==> src/rtl/csr_trap_seq_pkg.sv <==
// Shared definitions for the machine-mode trap/mret CSR sequencer:
// CSR addresses, mstatus bit positions, CSR op encodings and FSM states.
package csr_trap_seq_pkg;

  localparam logic [11:0] CSR_MSTATUS = 12'h300;
  localparam logic [11:0] CSR_MTVEC   = 12'h305;
  localparam logic [11:0] CSR_MEPC    = 12'h341;
  localparam logic [11:0] CSR_MCAUSE  = 12'h342;
  localparam logic [11:0] CSR_MTVAL   = 12'h343;

  localparam int MSTATUS_MIE    = 3;
  localparam int MSTATUS_MPIE   = 7;
  localparam int MSTATUS_MPP_LO = 11;
  localparam int MSTATUS_MPP_HI = 12;

  localparam logic [1:0] CSR_OP_NOP = 2'd0;
  localparam logic [1:0] CSR_OP_RW  = 2'd1;
  localparam logic [1:0] CSR_OP_RS  = 2'd2;
  localparam logic [1:0] CSR_OP_RC  = 2'd3;

  typedef enum logic [3:0] {
    IDLE    = 4'd0,
    T_EPC   = 4'd1,
    T_CAUSE = 4'd2,
    T_TVAL  = 4'd3,
    T_ST_RD = 4'd4,
    T_ST_WR = 4'd5,
    T_VEC   = 4'd6,
    T_DONE  = 4'd7,
    M_ST_RD = 4'd8,
    M_ST_WR = 4'd9,
    M_EPC   = 4'd10,
    M_DONE  = 4'd11
  } seq_state_e;

endpackage

==> src/rtl/csr_trap_seq_port_mux.sv <==
// Selects whether the pipeline or the trap/mret sequencer drives the
// shared CSR port. Purely combinational so pipeline accesses add no latency.
module csr_port_mux #(
  parameter int DATA_W = 32,
  parameter int ADDR_W = 12
) (
  input  logic              i_sel_pipe,
  input  logic              i_pipe_rd,
  input  logic [1:0]        i_pipe_wr_op,
  input  logic [ADDR_W-1:0] i_pipe_addr,
  input  logic [DATA_W-1:0] i_pipe_wdata,
  input  logic              i_seq_rd,
  input  logic [1:0]        i_seq_wr_op,
  input  logic [ADDR_W-1:0] i_seq_addr,
  input  logic [DATA_W-1:0] i_seq_wdata,
  output logic              o_csr_rd,
  output logic [1:0]        o_csr_wr_op,
  output logic [ADDR_W-1:0] o_csr_addr,
  output logic [DATA_W-1:0] o_csr_wdata
);

  always_comb begin
    if (i_sel_pipe) begin
      o_csr_rd    = i_pipe_rd;
      o_csr_wr_op = i_pipe_wr_op;
      o_csr_addr  = i_pipe_addr;
      o_csr_wdata = i_pipe_wdata;
    end else begin
      o_csr_rd    = i_seq_rd;
      o_csr_wr_op = i_seq_wr_op;
      o_csr_addr  = i_seq_addr;
      o_csr_wdata = i_seq_wdata;
    end
  end

endmodule

==> src/rtl/csr_trap_seq.sv <==
// Machine-mode trap entry / mret sequencer that walks the CSR updates one
// per cycle over the shared CSR port, stalling the pipeline meanwhile.
module csr_trap_seq
  import csr_trap_seq_pkg::*;
#(
  parameter int DATA_W = 32,
  parameter int ADDR_W = 12
) (
  input  logic              clk,
  input  logic              rst_n,
  input  logic              pipe_csr_rd,
  input  logic [1:0]        pipe_csr_wr_op,
  input  logic [ADDR_W-1:0] pipe_csr_addr,
  input  logic [DATA_W-1:0] pipe_csr_wdata,
  output logic              pipe_stall,
  input  logic              trap_req,
  input  logic [DATA_W-1:0] trap_cause,
  input  logic [DATA_W-1:0] trap_pc,
  input  logic [DATA_W-1:0] trap_tval,
  input  logic              mret_req,
  output logic              trap_done,
  output logic [DATA_W-1:0] trap_target,
  output logic              mret_done,
  output logic [DATA_W-1:0] mret_target,
  output logic              csr_rd,
  output logic [1:0]        csr_wr_op,
  output logic [ADDR_W-1:0] csr_addr,
  output logic [DATA_W-1:0] csr_wdata,
  input  logic [DATA_W-1:0] csr_rdata
);

  localparam logic [ADDR_W-1:0] A_MSTATUS = ADDR_W'(CSR_MSTATUS);
  localparam logic [ADDR_W-1:0] A_MTVEC   = ADDR_W'(CSR_MTVEC);
  localparam logic [ADDR_W-1:0] A_MEPC    = ADDR_W'(CSR_MEPC);
  localparam logic [ADDR_W-1:0] A_MCAUSE  = ADDR_W'(CSR_MCAUSE);
  localparam logic [ADDR_W-1:0] A_MTVAL   = ADDR_W'(CSR_MTVAL);

  seq_state_e        r_state, w_state_next;
  logic [DATA_W-1:0] r_mstatus;
  logic [DATA_W-1:0] r_trap_target;
  logic [DATA_W-1:0] r_mret_target;
  logic              r_trap_done;
  logic              r_mret_done;

  logic              w_sel_pipe;
  logic              w_stall;
  logic              w_seq_rd;
  logic [1:0]        w_seq_wr_op;
  logic [ADDR_W-1:0] w_seq_addr;
  logic [DATA_W-1:0] w_seq_wdata;
  logic [DATA_W-1:0] w_mstatus_trap;
  logic [DATA_W-1:0] w_mstatus_mret;
  logic [DATA_W-1:0] w_vec_base;
  logic [DATA_W-1:0] w_vec_off;
  logic              w_vectored;
  logic [DATA_W-1:0] w_trap_target;
  logic              w_unused;

  always_comb begin
    w_mstatus_trap = r_mstatus;
    w_mstatus_trap[MSTATUS_MPIE] = r_mstatus[MSTATUS_MIE];
    w_mstatus_trap[MSTATUS_MIE]  = 1'b0;
    w_mstatus_trap[MSTATUS_MPP_HI:MSTATUS_MPP_LO] = 2'b11;

    w_mstatus_mret = r_mstatus;
    w_mstatus_mret[MSTATUS_MIE]  = r_mstatus[MSTATUS_MPIE];
    w_mstatus_mret[MSTATUS_MPIE] = 1'b1;
    w_mstatus_mret[MSTATUS_MPP_HI:MSTATUS_MPP_LO] = 2'b11;
  end

  // 4*cause mod 2^DATA_W only needs the low DATA_W-2 cause bits.
  assign w_vec_base    = {csr_rdata[DATA_W-1:2], 2'b00};
  assign w_vec_off     = {trap_cause[DATA_W-3:0], 2'b00};
  assign w_vectored    = (csr_rdata[1:0] == 2'b01) && trap_cause[DATA_W-1];
  assign w_trap_target = w_vectored ? (w_vec_base + w_vec_off) : w_vec_base;
  assign w_unused      = trap_cause[DATA_W-2];

  always_comb begin
    w_state_next = r_state;
    w_sel_pipe   = 1'b0;
    w_stall      = 1'b1;
    w_seq_rd     = 1'b0;
    w_seq_wr_op  = CSR_OP_NOP;
    w_seq_addr   = '0;
    w_seq_wdata  = '0;
    case (r_state)
      IDLE: begin
        if (trap_req) begin
          w_state_next = T_EPC;
        end else if (mret_req) begin
          w_state_next = M_ST_RD;
        end else begin
          w_sel_pipe = 1'b1;
          w_stall    = 1'b0;
        end
      end
      T_EPC: begin
        w_seq_wr_op  = CSR_OP_RW;
        w_seq_addr   = A_MEPC;
        w_seq_wdata  = trap_pc;
        w_state_next = T_CAUSE;
      end
      T_CAUSE: begin
        w_seq_wr_op  = CSR_OP_RW;
        w_seq_addr   = A_MCAUSE;
        w_seq_wdata  = trap_cause;
        w_state_next = T_TVAL;
      end
      T_TVAL: begin
        w_seq_wr_op  = CSR_OP_RW;
        w_seq_addr   = A_MTVAL;
        w_seq_wdata  = trap_tval;
        w_state_next = T_ST_RD;
      end
      T_ST_RD: begin
        w_seq_rd     = 1'b1;
        w_seq_addr   = A_MSTATUS;
        w_state_next = T_ST_WR;
      end
      T_ST_WR: begin
        w_seq_wr_op  = CSR_OP_RW;
        w_seq_addr   = A_MSTATUS;
        w_seq_wdata  = w_mstatus_trap;
        w_state_next = T_VEC;
      end
      T_VEC: begin
        w_seq_rd     = 1'b1;
        w_seq_addr   = A_MTVEC;
        w_state_next = T_DONE;
      end
      T_DONE:  w_state_next = IDLE;
      M_ST_RD: begin
        w_seq_rd     = 1'b1;
        w_seq_addr   = A_MSTATUS;
        w_state_next = M_ST_WR;
      end
      M_ST_WR: begin
        w_seq_wr_op  = CSR_OP_RW;
        w_seq_addr   = A_MSTATUS;
        w_seq_wdata  = w_mstatus_mret;
        w_state_next = M_EPC;
      end
      M_EPC: begin
        w_seq_rd     = 1'b1;
        w_seq_addr   = A_MEPC;
        w_state_next = M_DONE;
      end
      M_DONE:  w_state_next = IDLE;
      default: w_state_next = IDLE;
    endcase
  end

  always_ff @(posedge clk or negedge rst_n) begin
    if (!rst_n) begin
      r_state       <= IDLE;
      r_mstatus     <= '0;
      r_trap_target <= '0;
      r_mret_target <= '0;
      r_trap_done   <= 1'b0;
      r_mret_done   <= 1'b0;
    end else begin
      r_state     <= w_state_next;
      r_trap_done <= (w_state_next == T_DONE);
      r_mret_done <= (w_state_next == M_DONE);
      if (r_state == T_ST_RD || r_state == M_ST_RD) begin
        r_mstatus <= csr_rdata;
      end
      if (r_state == T_VEC) begin
        r_trap_target <= w_trap_target;
      end
      if (r_state == M_EPC) begin
        r_mret_target <= csr_rdata;
      end
    end
  end

  csr_port_mux #(
    .DATA_W (DATA_W),
    .ADDR_W (ADDR_W)
  ) u_port_mux (
    .i_sel_pipe   (w_sel_pipe),
    .i_pipe_rd    (pipe_csr_rd),
    .i_pipe_wr_op (pipe_csr_wr_op),
    .i_pipe_addr  (pipe_csr_addr),
    .i_pipe_wdata (pipe_csr_wdata),
    .i_seq_rd     (w_seq_rd),
    .i_seq_wr_op  (w_seq_wr_op),
    .i_seq_addr   (w_seq_addr),
    .i_seq_wdata  (w_seq_wdata),
    .o_csr_rd     (csr_rd),
    .o_csr_wr_op  (csr_wr_op),
    .o_csr_addr   (csr_addr),
    .o_csr_wdata  (csr_wdata)
  );

  assign pipe_stall  = w_stall;
  assign trap_done   = r_trap_done;
  assign mret_done   = r_mret_done;
  assign trap_target = r_trap_target;
  assign mret_target = r_mret_target;

endmodule

==> config.mk <==
export PLATFORM = sky130hd
export DESIGN_NAME = csr_trap_seq
export DESIGN_NICKNAME = d
export VERILOG_FILES = /design/src/rtl/csr_trap_seq_pkg.sv /design/src/rtl/csr_trap_seq_port_mux.sv /design/src/rtl/csr_trap_seq.sv
export SDC_FILE = /design/constraint.sdc
export NUM_CORES = 1
export LEC_CHECK = 0
export BUFFER_PORTS_ARGS = -buffer_cell sky130_fd_sc_hd__buf_4
export CAP_MARGIN = 20
export CORE_MARGIN = 5
export CORE_UTILIZATION = 36
export DETAILED_ROUTE_END_ITERATION = 8
export HOLD_SLACK_MARGIN = 0.15
export PLACE_DENSITY_LB_ADDON = 0.12
export SKIP_CTS_REPAIR_TIMING = 1
export SYNTH_ARGS = -nofsm -noshare
export SYNTH_HDL_FRONTEND = slang
export SYNTH_SLANG_ARGS = --single-unit
==> constraint.sdc <==
create_clock -name clk -period 5.72 [get_ports clk]
set_input_delay 0.286 -clock clk [delete_from_list [all_inputs] [get_ports clk]]
set_output_delay 0.286 -clock clk [all_outputs]
set_load 0.005 [all_outputs]
==> impl_summary.log, run 1 <==
INFO  metric initial_core_util = 36.6%
INFO  metric final_critical_path_setup_slack = 1650 ps
INFO  metric min-delay-path-class = primary input to flop
INFO  metric row_count = 49
INFO  metric number_of_vias_after_detailed_routing = 6316
INFO  metric layout.nets = 1156
INFO  metric synth.yosys.seq_area_share = 37.2%
INFO  metric clk_pin_slew_worst_paths = 70 ps
INFO  metric muxShareOfSynthArea = 15.9%
INFO  metric timing.critical_path.from_type = flop
INFO  metric switching_power = 1.55 mW
INFO  metric filler_cell_count = 1741
INFO  metric synth_compound_area_share = 23.9%
INFO  metric power.leakage = 4.28 nW
INFO  metric seqPwrFrac = 33.0%
INFO  metric placer_s_final_routability_congestion_estimate = 0.862
INFO  metric synthesis.area_per_instance = 9.57 µm²
INFO  metric most_used_flip_flop_cell_after_synthesis = sky130_fd_sc_hd__dfrtp_1
INFO  metric synthesis.instances = 689
INFO  metric synth.distinct_cells = 57
INFO  metric layout.cells.most_common = sky130_fd_sc_hd__buf_4
INFO  metric setup.worst_path.end = csr_wdata[7]
INFO  metric max_slew.worst_pin.slew = 1050 ps
INFO  metric netlist_area_pre_place = 0.00660 mm²
INFO  metric initialDrtViolationCount = 278
INFO  metric dieHeight = 145 µm
INFO  metric grt-ovfl-total = 0
INFO  metric internal_power = 2.59 mW
INFO  metric gr-usage-all-layers = 22.0%
INFO  metric total_power = 4.14 mW
INFO  metric layout_min_cycle_time = 4070 ps
INFO  metric core_region_area = 0.0180 mm²
INFO  metric rrSetupSlack = 2190 ps
INFO  metric report.final.slew_viol_count = 0
INFO  metric crit-reg2reg-launch = r_state[0]
INFO  metric yosysWarningCount = 0
INFO  metric detail_route.wl_per_cell = 20.2 µm
INFO  metric postSynthRegisterBits = 98
INFO  metric final_report_setup_violation_count = 0
INFO  metric worst_slew_margin_rel = 30.2%
INFO  metric top_level_ports = 293
INFO  metric clockBufferDepth = 2
INFO  metric route.final.wire_length = 23900 µm
INFO  metric grt_setup_unrepaired = false
INFO  metric synth_edf_count = 0
INFO  metric port_buffer_count = 290
INFO  metric final_design_area_no_fill = 0.00922 mm²
INFO  metric outcome = complete, no violations
INFO  metric grt_start_max_net_pins = 67
INFO  metric detail-route-antenna-nets = 0
INFO  metric startpoint = r_state[0]
INFO  metric power_frac_comb = 52.7%
INFO  metric placed_cell_area = 0.00893 mm²
INFO  metric setup_total_negative_slack = 0 ps
INFO  metric worst_hold_slack = 196 ps
INFO  metric route.detailed.drc = 0
INFO  metric required = 5430 ps
INFO  metric ys_async_sr_fraction = 100%
INFO  metric clk-insertion-delay-late = 350 ps
INFO  metric critPathKind = flop to output port
INFO  metric timing.final.hold_violations = 0
INFO  metric clock.fmax = 0.246 GHz
INFO  metric cts_buf_count = 9
INFO  metric sw_frac_of_total = 37.4%
INFO  metric skew = 7.41 ps
INFO  metric area_delta_synth_final = 39.8%
INFO  metric final_cell_mix = sky130_fd_sc_hd__buf_4, sky130_fd_sc_hd__dfrtp_1, sky130_fd_sc_hd__mux2_2, sky130_fd_sc_hd__a22oi_1, sky130_fd_sc_hd__a21oi_1
INFO  metric netlist_top_cells_area = sky130_fd_sc_hd__dfrtp_1, sky130_fd_sc_hd__mux2_2, sky130_fd_sc_hd__a22oi_1
INFO  metric timing.rr.end = trap_target[31]
INFO  metric htree_levels = 3
INFO  metric first_global_vias = 6554
INFO  metric max-cap-violations = 0
INFO  metric parity_gate_share_of_the_synthesized_area_counting_xor_and_xnor_cells = 3.72%
INFO  metric power_per_cell_area = 449 mW/mm²
INFO  metric worstSetupEndpointType = output port
INFO  metric die-width = 145 µm
INFO  metric yosys.area_share.simple = 9.94%
INFO  metric synth_largest_area_cell = sky130_fd_sc_hd__dfrtp_1
INFO  metric overall_die_area = 0.0211 mm²
INFO  metric post-route-period-util = 71.2%
INFO  metric grt_pass1_wl = 37700 µm
INFO  metric viasPerCell = 5.35
INFO  metric place_worst_setup_slack = 1910 ps
INFO  metric ff2ff_path_depth = 7
INFO  metric yosys.area_share.adder = 5.81%
INFO  metric share_clk_of_total_power = 14.4%
INFO  metric synth_top_family_by_area = compound AO/OA/AOI/OAI gates
INFO  metric timing.critical_path.fanout_max = 42
INFO  metric vdd_drop_max = 0.203 mV
INFO  metric dpl.hpwl = 17500 µm
INFO  metric cts_tree = yes
INFO  metric worst_ep_arrival_time = 3790 ps
INFO  metric n_antenna_cell = 0
INFO  metric clk_root_buffer_cell = sky130_fd_sc_hd__clkbuf_16
INFO  metric post_route_cells_drive_above_1_share = 44.2%
INFO  metric grt_antenna_before_repair = 0
INFO  metric drt_pass_1_iters = 5
INFO  metric post-synth-top-area-fraction = 37.2%
INFO  metric cts_sinks = 98
kinds of logic after synthesis:
| family | count (synthesis) |
|---|---|
| AOI/OAI and AO/OA | 244 |
| xor gates and xnor gates | 28 |
| adders and majority gates | 30 |
| buffers and inverters | 58 |
| DFF | 98 |
| muxes | 93 |
| other | 1 |
| and+or+nand+nor | 137 |
cells in the mapped netlist (2+ instances only):
master                     instances
sky130_fd_sc_hd__xnor2_1          17
sky130_fd_sc_hd__buf_1             7
sky130_fd_sc_hd__o21a_1            4
sky130_fd_sc_hd__a21o_1           18
sky130_fd_sc_hd__mux2_2           93
sky130_fd_sc_hd__nand2b_1          5
sky130_fd_sc_hd__buf_2             3
sky130_fd_sc_hd__o21ai_1          14
sky130_fd_sc_hd__nor2_1           38
sky130_fd_sc_hd__inv_1             8
sky130_fd_sc_hd__nand4_1           4
sky130_fd_sc_hd__a211oi_1          4
sky130_fd_sc_hd__and2_1            7
sky130_fd_sc_hd__nand3b_1          2
sky130_fd_sc_hd__clkbuf_1         37
sky130_fd_sc_hd__nor4_1            2
sky130_fd_sc_hd__nand2_1          48
sky130_fd_sc_hd__xor2_1           11
sky130_fd_sc_hd__dfrtp_1          98
sky130_fd_sc_hd__a31oi_1           6
sky130_fd_sc_hd__ha_1             29
sky130_fd_sc_hd__a22oi_1          66
sky130_fd_sc_hd__buf_4             2
sky130_fd_sc_hd__and3_1            3
sky130_fd_sc_hd__nor3_1            4
sky130_fd_sc_hd__o21bai_1          4
sky130_fd_sc_hd__a21oi_1          56
sky130_fd_sc_hd__o21ai_0          52
sky130_fd_sc_hd__a21oi_2           2
sky130_fd_sc_hd__nor2b_1           5
sky130_fd_sc_hd__or3_1             3
sky130_fd_sc_hd__nand3_1           7
sky130_fd_sc_hd__a22o_1            2
sky130_fd_sc_hd__a211o_1           2
sky130_fd_sc_hd__nor4b_1           2
sky130_fd_sc_hd__o211ai_1          3
power by group through the flow:
stage / Combinational (mW) / Sequential (mW) / Clock [mW]
6_report: 2.18 / 1.36 / 0.594
5_1_grt: 2.39 / 1.42 / 0.639
4_1_cts: 2.22 / 1.37 / 0.616
3_5_place_dp: 2.21 / 1.38 / 0
3_3_place_gp: 2.19 / 1.37 / 0
2_1_floorplan: 1.20 / 1.22 / 0
worst min-delay path by stage:
stage                  start               to  slack [ps]  depth (start not counted)
5_1_grt        csr_rdata[12]  mret_target[12]         190                          2
2_1_floorplan          rst_n        mret_done         -10                          0
3_5_place_dp           rst_n  mret_target[13]         260                          1
4_1_cts                rst_n  mret_target[13]        -120                          1
3_3_place_gp           rst_n  mret_target[13]         260                          1
6_report        csr_rdata[1]   mret_target[1]         200                          2
routing by layer:
metal	vias up	global-route usage (%)	wire (µm)
met5	-	0	0
met4	0	5.08	315
met3	23	4.70	1310
met2	191	39.1	12100
met1	3032	27.3	10100
li1	3070	-	-
cell type report:
class	instances	area, µm²	area share (%)
repair buffers	295	2220	24.1
flip-flops and latches	98	2450	26.6
inverters	9	33.8	0.366
well taps	229	287	3.11
multi-input cells	534	3940	42.8
clock buffers	11	243	2.63
clock inverters	5	38.8	0.421
per-stage QoR:
stage / utilization [%] / std cells
finish: 51.1 / 1181
global route: 51.1 / 1181
CTS: 51.1 / 1180
detailed placement: 49.5 / 1164
global placement: 49.5 / 1164
floorplan: - / 690
state kept, by name, indices dropped and copies added (netlist names):
name         count
mret_target     32
r_mstatus       30
trap_target     30
r_state          4
mret_done        1
trap_done        1
critical path, stage by stage (launching register included):
cell and delay [ps]:
sky130_fd_sc_hd__dfrtp_2 1040, sky130_fd_sc_hd__nor2b_4 930, sky130_fd_sc_hd__nor2b_4 930, sky130_fd_sc_hd__o21ai_0 230, sky130_fd_sc_hd__o211ai_1 160, sky130_fd_sc_hd__buf_4 140
Power figures use the tool's default switching activity.
==> run 2, diff against run 1 <==
==> constraint.sdc (replaced) <==
create_clock -name clk -period 4 [get_ports clk]
set_input_delay 0.2 -clock clk [delete_from_list [all_inputs] [get_ports clk]]
set_output_delay 0.2 -clock clk [all_outputs]
set_load 0.005 [all_outputs]
==> run 2 against run 1 <==
  * Register-to-register slack lost 1000 ps
  * Cell count grew 3.2%
  * Setup slack lost 760 ps
  * Non-clock buffer count grew 38
  * Critical endpoint is now trap_target[28]
  * Highest routed layer unchanged
==> impl_summary.log, run 2 (synthesized netlist as in run 1, its figures left out) <==
INFO  metric worst_ep_arrival_time = 3350 ps (-440 ps)
INFO  metric worst_slew_margin_rel = 32.8% (+2.5 points)
INFO  metric dpl.hpwl = 17600 µm (+0.53%)
INFO  metric gr-usage-all-layers = 21.9% (-0.10 points)
INFO  metric outcome = complete, no violations
INFO  metric sw_frac_of_total = 37.1% (-0.28 points)
INFO  metric cts_tree = yes
INFO  metric dieHeight = 145 µm (unchanged)
INFO  metric route.final.wire_length = 24100 µm (+1.0%)
INFO  metric final_cell_mix = sky130_fd_sc_hd__buf_4, sky130_fd_sc_hd__dfrtp_1, sky130_fd_sc_hd__mux2_2, sky130_fd_sc_hd__a22oi_1, sky130_fd_sc_hd__a21oi_1
INFO  metric multiInputGateArea = 0.00394 mm² (unchanged)
INFO  metric vdd_drop_max = 0.266 mV (+31%)
INFO  metric power_per_cell_area = 630 mW/mm² (+40%)
INFO  metric final-seq-area = 0.00245 mm² (unchanged)
INFO  metric place_worst_setup_slack = 1100 ps (-813 ps)
INFO  metric power_frac_comb = 54.3% (+1.6 points)
INFO  metric share_clk_of_total_power = 14.9% (+0.5 points)
INFO  metric number_of_vias_after_detailed_routing = 6537 (+3.5%)
INFO  metric die-width = 145 µm (unchanged)
INFO  metric power.leakage = 4.46 nW (+4.1%)
INFO  metric area_delta_synth_final = 45.6%
INFO  metric switching_power = 2.24 mW (+45%)
INFO  metric layout.nets = 1194 (+3.3%)
INFO  metric min-delay-path-class = primary input to flop
INFO  metric placer_s_final_routability_congestion_estimate = 0.841 (-2.5%)
INFO  metric clk_root_buffer_cell = sky130_fd_sc_hd__clkbuf_16
INFO  metric final_design_area_no_fill = 0.00960 mm² (+4.2%)
INFO  metric clk_pin_slew_worst_paths = 70 ps (about the same)
INFO  metric placed_cell_area = 0.00897 mm² (+0.50%)
INFO  metric overall_die_area = 0.0211 mm² (unchanged)
INFO  metric timing.critical_path.from_type = primary input
INFO  metric timing.final.hold_violations = 0 (unchanged)
INFO  metric utilization = 53.3% (+2.1 points)
INFO  metric layout.cells.most_common = sky130_fd_sc_hd__buf_4
INFO  metric final_critical_path_setup_slack = 883 ps (-765 ps)
INFO  metric ff2ff_path_depth = 7 (unchanged)
INFO  metric rrSetupSlack = 1180 ps (-1010 ps)
INFO  metric hold_path.startpoint = trap_req
INFO  metric cts_buf_count = 9 (unchanged)
INFO  metric post-route-period-util = 77.9%
INFO  metric setup_total_negative_slack = 0 ps (unchanged)
INFO  metric worstSetupEndpointType = flop
INFO  metric first_global_vias = 6454 (-1.5%)
INFO  metric final_report_setup_violation_count = 0 (unchanged)
INFO  metric grt_start_max_net_pins = 64 (-4.5%)
INFO  metric clock.fmax = 0.321 GHz
INFO  metric required = 4230 ps (-1200 ps)
INFO  metric filler_cell_count = 1678 (-3.6%)
INFO  metric post_route_cells_drive_above_1_share = 43.2% (-0.99 points)
INFO  metric grt_pass1_wl = 37000 µm (-1.8%)
INFO  metric instances_no_fill = 1219 (+3.2%)
INFO  metric n_antenna_cell = 0 (unchanged)
INFO  metric number_of_placed_instances_with_taps_included = 1170 (+0.52%)
INFO  metric port_buffer_count = 290 (unchanged)
INFO  metric cts_sinks = 98 (unchanged)
INFO  metric hold-path-endpoint = r_state[3]
INFO  metric detail-route-antenna-nets = 0 (unchanged)
INFO  metric critPathKind = primary input to flop
INFO  metric clockBufferDepth = 2 (unchanged)
INFO  metric report.final.slew_viol_count = 0 (unchanged)
INFO  metric core_region_area = 0.0180 mm² (unchanged)
INFO  metric timing.critical_path.fanout_max = 4 (-90%)
INFO  metric drt_pass_1_iters = 4 (-1)
INFO  metric largest_register_ff_count = 32 (unchanged)
INFO  metric detail_route.wl_per_cell = 19.8 µm (-2.1%)
INFO  metric timing.rr.end = trap_target[31]
INFO  metric max_slew.worst_pin.slew = 1010 ps (-38.2 ps)
INFO  metric layout_min_cycle_time = 3120 ps
INFO  metric initialDrtViolationCount = 320 (+15%)
INFO  metric skew = 7.74 ps (+0.323 ps)
INFO  metric grt_antenna_before_repair = 0 (unchanged)
INFO  metric viasPerCell = 5.36 (+0.27%)
INFO  metric internal_power = 3.80 mW (+47%)
INFO  metric grt_setup_unrepaired = false
INFO  metric seqPwrFrac = 30.7% (-2.3 points)
INFO  metric htree_levels = 3 (unchanged)
INFO  metric top_level_ports = 293 (unchanged)
INFO  metric worstHoldPathCells = 4 (+2)
INFO  metric route.detailed.drc = 0 (unchanged)
INFO  metric initial_core_util = 36.6% (unchanged)
INFO  metric row_count = 49 (unchanged)
INFO  metric grt-ovfl-total = 0 (unchanged)
INFO  metric clk-insertion-delay-late = 360 ps (about the same)
INFO  metric crit-reg2reg-launch = r_state[1]
INFO  metric max-cap-violations = 0 (unchanged)
-- run 2: cell type report --
| class | instances | area share, % |
|---|---|---|
| clock buffer | 9 | 2.35 |
| sequential | 98 | 25.6 |
| tap | 229 | 2.98 |
| timing repair buffer | 333 | 26.9 |
| clock inverter | 7 | 0.782 |
| inverter | 9 | 0.352 |
| multi-input combinational | 534 | 41.1 |
-- run 2: worst max-delay path, stage by stage --
cell and delay (ps):
sky130_fd_sc_hd__dlygate4sd3_1 530, sky130_fd_sc_hd__buf_4 150, sky130_fd_sc_hd__ha_1 220, sky130_fd_sc_hd__fa_1 410, sky130_fd_sc_hd__a21o_1 210, sky130_fd_sc_hd__a221o_2 390
sky130_fd_sc_hd__a31oi_4 250, sky130_fd_sc_hd__o41ai_4 150, sky130_fd_sc_hd__nand3_2 120, sky130_fd_sc_hd__nor3_2 50, sky130_fd_sc_hd__a211oi_2 320, sky130_fd_sc_hd__a21oi_2 100
sky130_fd_sc_hd__xnor2_1 150, sky130_fd_sc_hd__o21ai_1 80
-- run 2: how the worst max path moves through the flow --
stage / slack [ps] / cells past startpoint / startpoint / endpoint
6_report: 880 / 14 / csr_rdata[2] / trap_target[28]
4_1_cts: 960 / 7 / r_state[0] / csr_wdata[0]
2_1_floorplan: 1440 / 12 / trap_cause[0] / trap_target[14]
3_3_place_gp: 1110 / 12 / csr_rdata[2] / trap_target[16]
5_1_grt: 710 / 13 / csr_rdata[3] / trap_target[31]
3_5_place_dp: 1100 / 13 / csr_rdata[2] / trap_target[28]
-- run 2: routing by layer --
layer,global-route usage [%],wire [µm],up-vias
met2,39.1,12300,213
met1,26.9,10000,3157
met3,5.51,1580,15
met4,4.15,219,0
li1,-,-,3152
met5,0,0,-
-- run 2: power groups by stage --
stage	clock network [mW]	logic, mW	registers [mW]
after floorplan	0	1.72	1.75
after global placement	0	3.28	1.86
after detailed placement	0	3.30	1.87
after CTS	0.935	3.31	1.86
after global routing	0.973	3.58	1.92
final	0.903	3.28	1.86
-- run 2: per-stage QoR --
stage          power, mW  hold slack [ps]
3_5_place_dp        5.17              365
5_1_grt             6.48              227
3_3_place_gp        5.14              372
2_1_floorplan       3.47            -95.6
4_1_cts             6.10            -24.8
6_report            6.05              201
==> run 3, diff against run 2 <==
--- a/config.mk
+++ b/config.mk
@@ -5,6 +5,7 @@
 export SDC_FILE = /design/constraint.sdc
 export NUM_CORES = 1
 export LEC_CHECK = 0
+export ABC_AREA = 1
 export BUFFER_PORTS_ARGS = -buffer_cell sky130_fd_sc_hd__buf_4
 export CAP_MARGIN = 20
 export CORE_MARGIN = 5
==> constraint.sdc (replaced) <==
create_clock -name clk -period 2.6 [get_ports clk]
set_input_delay 0.13 -clock clk [delete_from_list [all_inputs] [get_ports clk]]
set_output_delay 0.13 -clock clk [all_outputs]
set_load 0.005 [all_outputs]
==> run 3 against run 2 <==
  * Global-route usage rose by 2.5 points
  * Clock-buffer cell count increased by 1
  * Wire length up 23%
  * Highest routed layer is now met5
  * Core utilization is 1.9 points lower
  * Critical path depth shrank 6
==> impl_summary.log, run 3 <==
INFO  metric outcome = complete, no violations
INFO  metric filler_cell_count = 2104 (+25%)
INFO  metric worstSetupEndpointType = output port
INFO  metric min-delay-path-class = primary input to flop
INFO  metric postSynthRegisterBits = 98 (unchanged)
INFO  metric viasPerCell = 4.83 (-9.9%)
INFO  metric final_cell_mix = sky130_fd_sc_hd__nand2_1, sky130_fd_sc_hd__buf_4, sky130_fd_sc_hd__inv_1, sky130_fd_sc_hd__dfrtp_1, sky130_fd_sc_hd__o21ai_0
INFO  metric synth.yosys.seq_area_share = 33.2% (-3.9 points)
INFO  metric netlist_top_cells_area = sky130_fd_sc_hd__dfrtp_1, sky130_fd_sc_hd__nand2_1, sky130_fd_sc_hd__inv_1
INFO  metric route.detailed.drc = 0 (unchanged)
INFO  metric internal_power = 5.62 mW (+48%)
INFO  metric timing.critical_path.slowest_stage_cell = sky130_fd_sc_hd__dfrtp_1
INFO  metric synth_largest_area_cell = sky130_fd_sc_hd__dfrtp_1
INFO  metric cp_cell_sequence = nor2_4, nor2_1, nand2_1, clkinvlp_4, buf_4, a221oi_1, o211ai_1, buf_4
INFO  metric final_critical_path_setup_slack = 213 ps (-670 ps)
INFO  metric placer_s_final_routability_congestion_estimate = 0.952 (+13%)
INFO  metric sw_frac_of_total = 40.8% (+3.7 points)
INFO  metric synthesis.instances = 1121 (+63%)
INFO  metric dieHeight = 153 µm (+5.4%)
INFO  metric use_met3 = 4.52% (-0.99 points)
INFO  metric critPathMostFrequentCell = sky130_fd_sc_hd__buf_4
INFO  metric vdd_drop_max = 0.392 mV (+47%)
INFO  metric crit_family = buffers and inverters
INFO  metric clk_root_buffer_cell = sky130_fd_sc_hd__clkbuf_16
INFO  metric initial_core_util = 36.5% (-0.13 points)
INFO  metric critPathKind = flop to output port
INFO  metric max_slew.worst_pin.slew = 646 ps (-362 ps)
INFO  metric yosysWarningCount = 0 (unchanged)
INFO  metric core_region_area = 0.0202 mm² (+12%)
INFO  metric place_worst_setup_slack = 473 ps (-629 ps)
INFO  metric port_buffer_count = 290 (unchanged)
INFO  metric skew = 12.9 ps (+5.14 ps)
INFO  metric global_route.peak_usage_layer = met2
INFO  metric grt_antenna_before_repair = 1 (+1)
INFO  metric setup_total_negative_slack = 0 ps (unchanged)
INFO  metric gr-usage-all-layers = 24.3% (+2.5 points)
INFO  metric power_frac_comb = 56.4% (+2.1 points)
INFO  metric detail-route-antenna-nets = 0 (unchanged)
INFO  metric synth.distinct_cells = 37 (-35%)
INFO  metric number_of_vias_after_detailed_routing = 8205 (+26%)
INFO  metric largest_register_ff_count = 32 (unchanged)
INFO  metric clk_pin_slew_worst_paths = 70 ps (about the same)
INFO  metric seqPwrFrac = 29.3% (-1.4 points)
INFO  metric overall_die_area = 0.0235 mm² (+11%)
INFO  metric netlist_area_pre_place = 0.00738 mm² (+12%)
INFO  metric area_delta_synth_final = 41.0%
INFO  metric share_clk_of_total_power = 14.3% (-0.6 points)
INFO  metric layout.nets = 1633 (+37%)
INFO  metric worst_slew_margin_rel = 56.9% (+24 points)
INFO  metric post-synth-top-area-fraction = 33.2% (-3.9 points)
INFO  metric clk-insertion-delay-late = 350 ps (about the same)
INFO  metric layout.cells.most_common = sky130_fd_sc_hd__nand2_1
INFO  metric globalRouteMet1Util = 32.1% (+5.2 points)
INFO  metric grt_pass1_wl = 44800 µm (+21%)
INFO  metric groute.layer.met2.usage = 40.9% (+1.8 points)
INFO  metric max-cap-violations = 0 (unchanged)
INFO  metric synth_most_common_cell = sky130_fd_sc_hd__nand2_1
INFO  metric detail_route.wl_per_cell = 17.4 µm (-12%)
INFO  metric timing.critical_path.from_type = flop
INFO  metric clock.fmax = 0.419 GHz
INFO  metric clockBufferDepth = 2 (unchanged)
INFO  metric die-width = 153 µm (+5.4%)
INFO  metric netlist_top_cells_count = sky130_fd_sc_hd__nand2_1, sky130_fd_sc_hd__inv_1, sky130_fd_sc_hd__dfrtp_1, sky130_fd_sc_hd__o21ai_0, sky130_fd_sc_hd__nor2_1
INFO  metric synth_edf_count = 0 (unchanged)
INFO  metric post-route-period-util = 91.8%
INFO  metric drt_pass_1_iters = 4 (unchanged)
INFO  metric cts_buf_count = 9 (unchanged)
INFO  metric top_level_ports = 293 (unchanged)
INFO  metric required = 2470 ps (-1760 ps)
INFO  metric worst_ep_arrival_time = 2260 ps (-1090 ps)
INFO  metric power_per_cell_area = 914 mW/mm² (+45%)
INFO  metric first_global_vias = 7816 (+21%)
INFO  metric synthesis.area_per_instance = 6.58 µm² (-31%)
INFO  metric dpl.hpwl = 23900 µm (+36%)
INFO  metric layout_min_cycle_time = 2390 ps
INFO  metric grt_setup_unrepaired = false
INFO  metric route.final.wire_length = 29600 µm (+23%)
INFO  metric final_report_setup_violation_count = 0 (unchanged)
INFO  metric initialDrtViolationCount = 529 (+65%)
INFO  metric total_power = 9.50 mW (+57%)
INFO  metric cts_sinks = 98 (unchanged)
INFO  metric post_route_cells_drive_above_1_share = 24.1% (-19 points)
INFO  metric grt_start_max_net_pins = 58 (-9.4%)
INFO  metric row_count = 52 (+6.1%)
INFO  metric timing.final.hold_violations = 0 (unchanged)
INFO  metric crit_path_max_incr_delay = 440 ps (-90 ps)
INFO  metric switching_power = 3.88 mW (+73%)
INFO  metric cts_tree = yes
INFO  metric timing.critical_path.fanout_max = 19 (+15)
INFO  metric worstPathBufferInverterCount = 3 (+1)
INFO  metric n_antenna_cell = 0 (unchanged)
INFO  metric grt-ovfl-total = 0 (unchanged)
INFO  metric report.final.slew_viol_count = 0 (unchanged)
INFO  metric power.leakage = 5.93 nW (+33%)
INFO  metric most_used_flip_flop_cell_after_synthesis = sky130_fd_sc_hd__dfrtp_1
INFO  metric ys_async_sr_fraction = 100% (unchanged)
INFO  metric htree_levels = 3 (unchanged)
[run 3: power groups by stage]
stage / Sequential [mW] / Clock (mW) / Combinational [mW]
floorplan: 2.73 / 0 / 2.63
global placement: 2.79 / 0 / 5.36
detailed placement: 2.80 / 0 / 5.39
CTS: 2.78 / 1.39 / 5.40
global route: 2.86 / 1.47 / 5.94
finish: 2.78 / 1.36 / 5.36
[run 3: cells by family (layout without fill, tap and decap cells)]
logic type / Yosys count / count (layout) / share of synthesized area [%]
other: 1 / 2 / 0.0508
adder cells (fa/ha/maj): 30 / 30 / 5.19
XOR/XNOR: 15 / 15 / 1.78
AO/OA/AOI/OAI: 221 / 221 / 18.8
buffers and inverters: 241 / 548 / 13.0
flip-flops: 98 / 98 / 33.2
AND/OR/NAND/NOR: 515 / 515 / 27.9
[run 3: worst paths after layout]
check                           startpoint               to  slack (ps)  depth (start not counted)
setup / recovery                r_state[3]    csr_wdata[12]         210                          8
hold / removal               csr_rdata[21]    r_mstatus[21]         120                          3
setup reg to reg                r_state[3]    r_mstatus[15]         870                          7
hold reg to reg            trap_target[19]  trap_target[19]         490                          2
max in group asynchronous            rst_n   mret_target[0]        1540                          3
min in group asynchronous            rst_n   trap_target[9]         330                          2
[run 3: layout make-up]
type	count	area, µm²	share of cell area (%)
clock buffers	10	239	2.30
clock inverters	6	55.1	0.529
inverters	198	747	7.18
multi-input cells	783	3980	38.3
flip-flops and latches	98	2450	23.6
well taps	270	338	3.25
repair buffers	334	2590	24.9
[run 3: worst reg2reg max path, cell delays in order, from the launching register on]
cell,delay [ps]
sky130_fd_sc_hd__dfrtp_1,440
sky130_fd_sc_hd__nand2_1,80
sky130_fd_sc_hd__inv_1,50
sky130_fd_sc_hd__nor2_1,240
sky130_fd_sc_hd__nand2_2,270
sky130_fd_sc_hd__buf_4,330
sky130_fd_sc_hd__nand2_1,110
sky130_fd_sc_hd__o21ai_0,80
[run 3: layer usage]
layer  up-vias  part of all wire, %
met3        33                  5.6
met2       239                   47
li1       4170                    -
met5         -                0.044
met1      3761                   45
met4         2                  2.0
[run 3: metrics by stage]
stage / instance area [µm²] / std cells / utilization, % / hold slack [ps]
2_1_floorplan: 7380 / 1122 / - / -166
3_3_place_gp: 9820 / 1655 / 48.5 / 178
3_5_place_dp: 9820 / 1655 / 48.5 / 185
4_1_cts: 10100 / 1671 / 50.0 / -207
5_1_grt: 10400 / 1699 / 51.4 / 150
6_report: 10400 / 1699 / 51.4 / 117
